`src/rtl/fft_8_reorder.sv`:
```
// Output reorder buffer for the 8-point SDF FFT: bit-reversed serial input in,
// natural-order frames out, ping-pong over two 8-entry banks.
//
// state | meaning
// ------+-----------------------------------------------------------
// IDLE  | waiting for bank rbank to be marked full
// READ  | draining bank rbank entry rcnt into the output register
module fft_8_reorder #(
   parameter int DW = 16
) (
   input  logic                 clk,
   input  logic                 rst,
   input  logic                 in_valid,
   input  logic signed [DW-1:0] in_real,
   input  logic signed [DW-1:0] in_imag,
   output logic                 out_valid,
   output logic signed [DW-1:0] out_real,
   output logic signed [DW-1:0] out_imag,
   output logic [2:0]           out_index,
   output logic                 out_last
);

   localparam logic [0:0] IDLE = 1'b0;
   localparam logic [0:0] READ = 1'b1;

   // {bank, entry} addressing; contents are intentionally not reset
   logic [2*DW-1:0] mem_q [16];

   logic [0:0]          state_q, state_d;
   logic [2:0]          wcnt_q, wcnt_d;
   logic                wbank_q, wbank_d;
   logic [2:0]          rcnt_q, rcnt_d;
   logic                rbank_q, rbank_d;
   logic [1:0]          full_q, full_d;
   logic                out_valid_q, out_valid_d;
   logic signed [DW-1:0] out_real_q, out_real_d;
   logic signed [DW-1:0] out_imag_q, out_imag_d;
   logic [2:0]          out_index_q, out_index_d;
   logic                out_last_q, out_last_d;

   logic                wr_en;
   logic [3:0]          wr_addr;
   logic [2*DW-1:0]     wr_word;
   logic [2*DW-1:0]     rd_word;

   always_comb begin
      wr_en   = in_valid;
      wr_addr = {wbank_q, wcnt_q[0], wcnt_q[1], wcnt_q[2]};
      wr_word = {in_real, in_imag};
      rd_word = mem_q[{rbank_q, rcnt_q}];
   end

   always_comb begin
      wcnt_d      = wcnt_q;
      wbank_d     = wbank_q;
      full_d      = full_q;
      state_d     = state_q;
      rcnt_d      = rcnt_q;
      rbank_d     = rbank_q;
      out_valid_d = 1'b0;
      out_last_d  = 1'b0;
      out_real_d  = out_real_q;
      out_imag_d  = out_imag_q;
      out_index_d = out_index_q;

      case (state_q)
         IDLE: begin
            rcnt_d = 3'd0;
            if (full_q[rbank_q]) begin
               state_d = READ;
            end
         end
         READ: begin
            out_valid_d = 1'b1;
            out_real_d  = rd_word[2*DW-1:DW];
            out_imag_d  = rd_word[DW-1:0];
            out_index_d = rcnt_q;
            out_last_d  = (rcnt_q == 3'd7);
            rcnt_d      = rcnt_q + 3'd1;
            if (rcnt_q == 3'd7) begin
               full_d[rbank_q] = 1'b0;
               rbank_d         = ~rbank_q;
               // back-to-back only if the other bank completed before this edge
               if (!full_q[~rbank_q]) begin
                  state_d = IDLE;
               end
            end
         end
         default: begin
            state_d = IDLE;
         end
      endcase

      if (in_valid) begin
         wcnt_d = wcnt_q + 3'd1;
         if (wcnt_q == 3'd7) begin
            full_d[wbank_q] = 1'b1;
            wbank_d         = ~wbank_q;
         end
      end
   end

   always_ff @(posedge clk) begin
      if (wr_en) begin
         mem_q[wr_addr] <= wr_word;
      end
   end

   always_ff @(posedge clk or posedge rst) begin
      if (rst) begin
         state_q     <= IDLE;
         wcnt_q      <= 3'd0;
         wbank_q     <= 1'b0;
         rcnt_q      <= 3'd0;
         rbank_q     <= 1'b0;
         full_q      <= 2'b00;
         out_valid_q <= 1'b0;
         out_real_q  <= '0;
         out_imag_q  <= '0;
         out_index_q <= 3'd0;
         out_last_q  <= 1'b0;
      end else begin
         state_q     <= state_d;
         wcnt_q      <= wcnt_d;
         wbank_q     <= wbank_d;
         rcnt_q      <= rcnt_d;
         rbank_q     <= rbank_d;
         full_q      <= full_d;
         out_valid_q <= out_valid_d;
         out_real_q  <= out_real_d;
         out_imag_q  <= out_imag_d;
         out_index_q <= out_index_d;
         out_last_q  <= out_last_d;
      end
   end

   assign out_valid = out_valid_q;
   assign out_real  = out_real_q;
   assign out_imag  = out_imag_q;
   assign out_index = out_index_q;
   assign out_last  = out_last_q;

endmodule
```
`config.mk`:
```
export PLATFORM = sky130hd
export DESIGN_NAME = fft_8_reorder
export DESIGN_NICKNAME = d
export VERILOG_FILES = /design/src/rtl/fft_8_reorder.sv
export SDC_FILE = /design/constraint.sdc
export NUM_CORES = 1
export LEC_CHECK = 0
export BUFFER_PORTS_ARGS = -buffer_cell sky130_fd_sc_hd__buf_2
export CAP_MARGIN = 20
export CORE_MARGIN = 2
export CORE_UTILIZATION = 40
export CTS_CLUSTER_SIZE = 24
export DETAILED_ROUTE_END_ITERATION = 7
export GPL_TIMING_DRIVEN = 0
export PLACE_DENSITY_LB_ADDON = 0.12
export SYNTH_ARGS = -nofsm -noshare
export SYNTH_HDL_FRONTEND = slang
export SYNTH_SLANG_ARGS = --single-unit
```
`constraint.sdc`:
```
create_clock -name clk -period 8.31 [get_ports clk]
set_input_delay 1.662 -clock clk [delete_from_list [all_inputs] [get_ports clk]]
set_output_delay 1.662 -clock clk [all_outputs]
set_load 0.05 [all_outputs]
```
==> results of run 1 <==
==> worst max-delay path: cells and delay by family <==
| kind | cells | cell delay [ns] |
|---|---|---|
| buffers and inverters | 4 | 0.89 |
| AND/OR/NAND/NOR | 2 | 1.19 |
==> final timing paths <==
| path | slack (ns) | startpoint | end | cells past startpoint |
|---|---|---|---|---|
| max in group asynchronous | 6.49 | rst | out_real[1]$_DFFE_PP0P_ | 2 |
| max reg2reg | 5.81 | wcnt_q[0]$_DFFE_PP0P_ | mem_q[0][29]$_DFFE_PP_ | 5 |
| min in group asynchronous | 1.19 | rst | out_real[12]$_DFFE_PP0P_ | 2 |
| min | 0.50 | out_index[2]$_DFFE_PP0P_ | out_index[2]$_DFFE_PP0P_ | 1 |
| max | 4.86 | in_valid | mem_q[0][29]$_DFFE_PP_ | 6 |
| min reg2reg | 0.50 | out_index[2]$_DFFE_PP0P_ | out_index[2]$_DFFE_PP0P_ | 1 |
==> cell usage in the layout, fill, tap and decap left out, drive strengths merged <==
master    n
bufinv    2
or3b      1
a211oi    1
nor3      4
o21ai     2
nand3     2
xor2      1
a32o      1
or2       1
mux2      5
buf     135
nor2b     2
o22ai    32
nand2b    3
clkinv   12
and2      3
edfxtp  512
nand3b    2
nor2     44
clkbuf  111
ha        4
dfrtp    48
xnor2     2
inv       3
nand2     3
a221oi   32
mux4    128
a21oi     1
mux2i    33
==> state kept, by name, summed over array words and instances, names as in the netlist, 2 cells and up <==
register   cells
out_real      16
wcnt_q         3
out_imag      16
out_index      3
mem_q        512
full_q         2
rcnt_q         3
==> power breakdown <==
| group | switching (W) | internal, W |
|---|---|---|
| clock network | 0.00104 | 0.00145 |
| registers | 0.000135 | 0.00346 |
| logic | 0.00170 | 0.00115 |
==> metrics by stage <==
stage | total power, W | setup WS [ns]
after CTS | 0.009053 | 4.888
after detailed placement | 0.006551 | 4.249
after global routing | 0.009329 | 4.841
after floorplan | 0.005607 | 3.201
after global placement | 0.006450 | -0.08442
final | 0.008938 | 4.861
==> final cells by class <==
type / count / share of cell area
Buffer: 54 / 0.01526
Clock buffer: 92 / 0.06823
Clock inverter: 15 / 0.004920
Inverter: 2 / 0.0004017
Multi-Input combinational cell: 307 / 0.1790
Sequential cell: 560 / 0.6652
Tap cell: 688 / 0.03454
Timing Repair Buffer: 100 / 0.03243
==> logic make-up after synthesis <==
family          Yosys count
flops                   560
fa+ha+maj                 4
mux                     166
xor+xnor                  3
compound gates           69
simple gates             65
buf+inv                  56
==> per-layer routing <==
layer,vias up,global-route usage,share of wire
met5,-,0,0.00022
met4,2,0.04776,0.022
met3,76,0.03466,0.045
met2,249,0.3008,0.48
met1,5494,0.2620,0.45
li1,4249,-,-
==> results.tsv, run 1 <==
metric	value	unit
first_pass_iters	5	
grt_pass1_vias	10660	
core_area	0.05266	sq mm
clk_pin_slew	0.06	ns
status	finished clean	
critPathKind	in -> reg	
synth_fa_ha_area_frac	0.002348	
critPathMaxFanout	9	
worstMarginPinSlew	1.111	ns
utilization	0.4733	
cts_hold_buf	0	
cp_cell_sequence	clkbuf_1 -> or3b_2 -> nor3_2 -> buf_6 -> buf_6 -> buf_6	
synth_enable_flop_cells	512	
yosys.area_share.simple	0.01344	
avgViaCountPerCell	5.539	
avgSynthCellArea	23.09	sq um
regArea	0.01658	sq mm
num_rows	84	
endpoint_kind	flop	
cap_violations	0	
dp_cells	1710	
start_util	0.4048	
cts.sinks	560	
antenna_left	0	
hold_path.class	reg -> reg	
fmax	289.9	MHz
post-route-period-util	0.4151	
synth.cells.most_frequent	512 x edfxtp_1, 123 x mux4_2, 48 x dfrtp_1, 44 x nor2_1, 33 x mux2i_1	
antenna_cells	0	
placed_area	0.02308	sq mm
fillers	4359	
worstPathRequired	8.63	ns
cts_made_buffers	58	
place.gp.congestion	0.6835	
syn_nets	962	
root_buffer	clkbuf_16	
worst_path_most_repeated_cell	buf_6	
dp_hpwl	31500	um
start_kind	input pin	
netlist_instances	923	
synth_area_leaders	edfxtp_1 72%, mux4_2 13%, dfrtp_1 5.6%	
async_flop_share	0.08571	
slowest_delay	0.62	ns
synth_compound_area_frac	0.03287	
htree_levels	2	
clk_path_buf_depth	3	
grt_setup_unrepaired	no	
cts_setup_buffers	0	
grt_use_total	0.1862	
die_width	234.8	um
netlist_area	0.02132	sq mm
wl	50840	um
hold_viol	0	
clk_latency	0.61	ns
synth-xor-area-share	0.001233	
synth_flop_cell	edfxtp_1	
synth.distinct_cells	34	
grt_max_degree	49	
grt.overflow.total	0	
antenna_found_initial	2	
cts-resized-gates	0	
routedWlPerCell	27.97	um
multiInputGateArea	0.004462	sq mm
final_cell_count_no_fill	1818	
fin_crit	3.449	ns
finalInstanceArea	0.02492	sq mm
post-route-drc-count	0	
ioPinCount	72	
yosysTopAreaCellShare	0.7213	
ir_drop	0.1590	mV
yosysSeqAreaShare	0.7776	
synth-seq-cells	560	
slowest_stage	or3b_2	
synth_mux_area_frac	0.1543	
vias	10070	
die_area	0.05515	sq mm
setup_viol	0	
areaGrowthSynthToFinish	16.91	%
die_y	234.8	um
cts_tree	built	
portBuffers	70	
fin_nets	1122	
grt_pass1_wl	74110	um
layout-drive-gt1-share	0.3442	
tns	0	ns
finClkSkew	0.01264	ns
synth_area_leader_cell	edfxtp_1	
relSlewSlack	0.2596	
hold_slack	0.5045	ns
drt_iter0_markers	836	
cellPowerDensity	358.7	mW/mm^2
finalMaxSlewViolations	0	
synth.most_common_cell	edfxtp_1	
synth_top_family_by_area	multiplexers	
arrival	3.77	ns
yosysWarnings	0	
p_leak	8.066	nW
Power figures use the tool's default switching activity.
==> run 2, diff against run 1 <==
Clock period 8.31 ns to 3.35 ns, I/O delays scaled along.
==> results.tsv, run 2 (synthesis gave the netlist of run 1 again) <==
metric	value	unit	change
status	finished clean		
critPathMaxFanout	17		+8
clk_latency	0.61	ns	about the same
setup_viol	0		unchanged
finClkSkew	0.01675	ns	+0.004118 ns
arrival	2.86	ns	-0.91 ns
worstMarginPinSlew	1.152	ns	+0.04187 ns
slowest_delay	0.66	ns	+0.04 ns
top_register	mem_q		
hold_path.class	in -> async		
fillers	4301		-1.3%
cellPowerDensity	900.2	mW/mm^2	+150%
finalInstanceArea	0.02503	sq mm	+0.43%
cts_tree	built		
finalMaxSlewViolations	0		unchanged
placed_area	0.02307	sq mm	about the same
grt_pass1_wl	73160	um	-1.3%
htree_levels	2		unchanged
p_leak	8.099	nW	+0.41%
start_kind	flop		
root_buffer	clkbuf_16		
fmax	390.6	MHz	
core_area	0.05266	sq mm	unchanged
die_area	0.05515	sq mm	unchanged
grt_setup_unrepaired	no		
final_cell_mix	512 x edfxtp_1, 123 x mux4_2, 82 x buf_2		
portBuffers	70		unchanged
wl	49710	um	-2.2%
grt_use_total	0.1832		-0.003006
fin_nets	1113		-0.80%
grt_pass1_vias	10560		-0.87%
fin_crit	2.560	ns	
place.gp.congestion	0.6813		-0.32%
hold_viol	0		unchanged
avgViaCountPerCell	5.422		-2.1%
relSlewSlack	0.2317		-0.02791
routedWlPerCell	27.46	um	-1.8%
cts_hold_buf	0		unchanged
post-route-drc-count	0		unchanged
drt_iter0_markers	785		-6.1%
post-route-period-util	0.7642		
start_util	0.4048		unchanged
cts-resized-gates	0		unchanged
path_buf_inv	2		-2
largest_reg_flops	512		unchanged
ir_drop	0.4809	mV	+200%
cts_setup_buffers	0		unchanged
critPathKind	reg -> reg		
layout-drive-gt1-share	0.3440		about the same
worstPathRequired	3.65	ns	-4.98 ns
slowest_stage	nor2_4		
cts.sinks	560		unchanged
num_rows	84		unchanged
multiInputGateArea	0.004487	sq mm	+0.56%
final_common_cell	edfxtp_1		
grt_max_degree	49		unchanged
antenna_cells	0		unchanged
clk_path_buf_depth	3		unchanged
antenna_found_initial	3		+1
cp_cell_sequence	clkbuf_1 -> nand2b_1 -> nor2_4 -> buf_12		
endpoint_kind	flop		
dp_hpwl	30930	um	-1.8%
ioPinCount	72		unchanged
utilization	0.4753		+0.002043
antenna_left	0		unchanged
crit_family	simple AND/OR/NAND/NOR gates		
cap_violations	0		unchanged
clk_pin_slew	0.06	ns	about the same
cts_made_buffers	58		unchanged
die_y	234.8	um	unchanged
regArea	0.01658	sq mm	unchanged
vias	9814		-2.5%
first_pass_iters	5		unchanged
areaGrowthSynthToFinish	17.42	%	
die_width	234.8	um	unchanged
grt.overflow.total	0		unchanged
run 2: cell count changes in the layout (fill, tap and decap cells not counted), sizes merged:
cell,change
clkinv,+13
clkbuf,-20
buf,-9
clkinvlp,+1
bufinv,+7
run 2: through the flow:
| stage | worst slack, ns | TNS [ns] | hold WS, ns | instances | total power (W) |
|---|---|---|---|---|---|
| floorplan | 0.08991 | 0 | 0.3645 | 923 | 0.01391 |
| global placement | -1.830 | -774.20 | 0.4448 | 1681 | 0.01599 |
| detailed placement | 0.4246 | 0 | 0.4383 | 1701 | 0.01626 |
| CTS | 0.7527 | 0 | 0.2484 | 1809 | 0.02288 |
| global route | 0.6277 | 0 | 0.2440 | 1810 | 0.02351 |
| finish | 0.7900 | 0 | 0.1924 | 1810 | 0.02253 |
run 2: power breakdown:
| part | switching, W | internal, W |
|---|---|---|
| combinational | 0.00418 | 0.00284 |
| sequential | 0.000339 | 0.00858 |
| clock | 0.00264 | 0.00394 |
run 2: cell type report:
cell class              count  share of cell area
clock inverters            36             0.01585
plain buffers              54             0.01520
well taps                 688             0.03439
multi-input cells         307              0.1793
clock buffers              72             0.06174
flip-flops and latches    560              0.6623
inverters                   2           0.0003999
repair buffers             91             0.03085
run 2: worst paths after layout:
kind / startpoint / to / slack (ns) / cells past startpoint
setup reg to reg: wbank_q$_DFFE_PP0P_ / mem_q[9][27]$_DFFE_PP_ / 0.79 / 4
hold / removal: rst / out_imag[6]$_DFFE_PP0P_ / 0.19 / 2
hold reg to reg: state_q$_DFF_PP0_ / out_valid$_DFF_PP0_ / 0.45 / 0
max in group asynchronous: rst / out_real[12]$_DFFE_PP0P_ / 2.56 / 2
min in group clk: in_imag[0] / mem_q[6][0]$_DFFE_PP_ / 0.43 / 1
setup / recovery: wbank_q$_DFFE_PP0P_ / mem_q[9][27]$_DFFE_PP_ / 0.79 / 4
run 2: routing by layer:
metal	track usage	routed length, um	share of wire	vias to the layer above
li1	-	-	-	4247
met1	0.2514	21550	0.43	5280
met2	0.3042	24920	0.50	207
met3	0.03524	2283	0.046	74
met4	0.04277	916	0.018	6
met5	0	43	0.00087	-
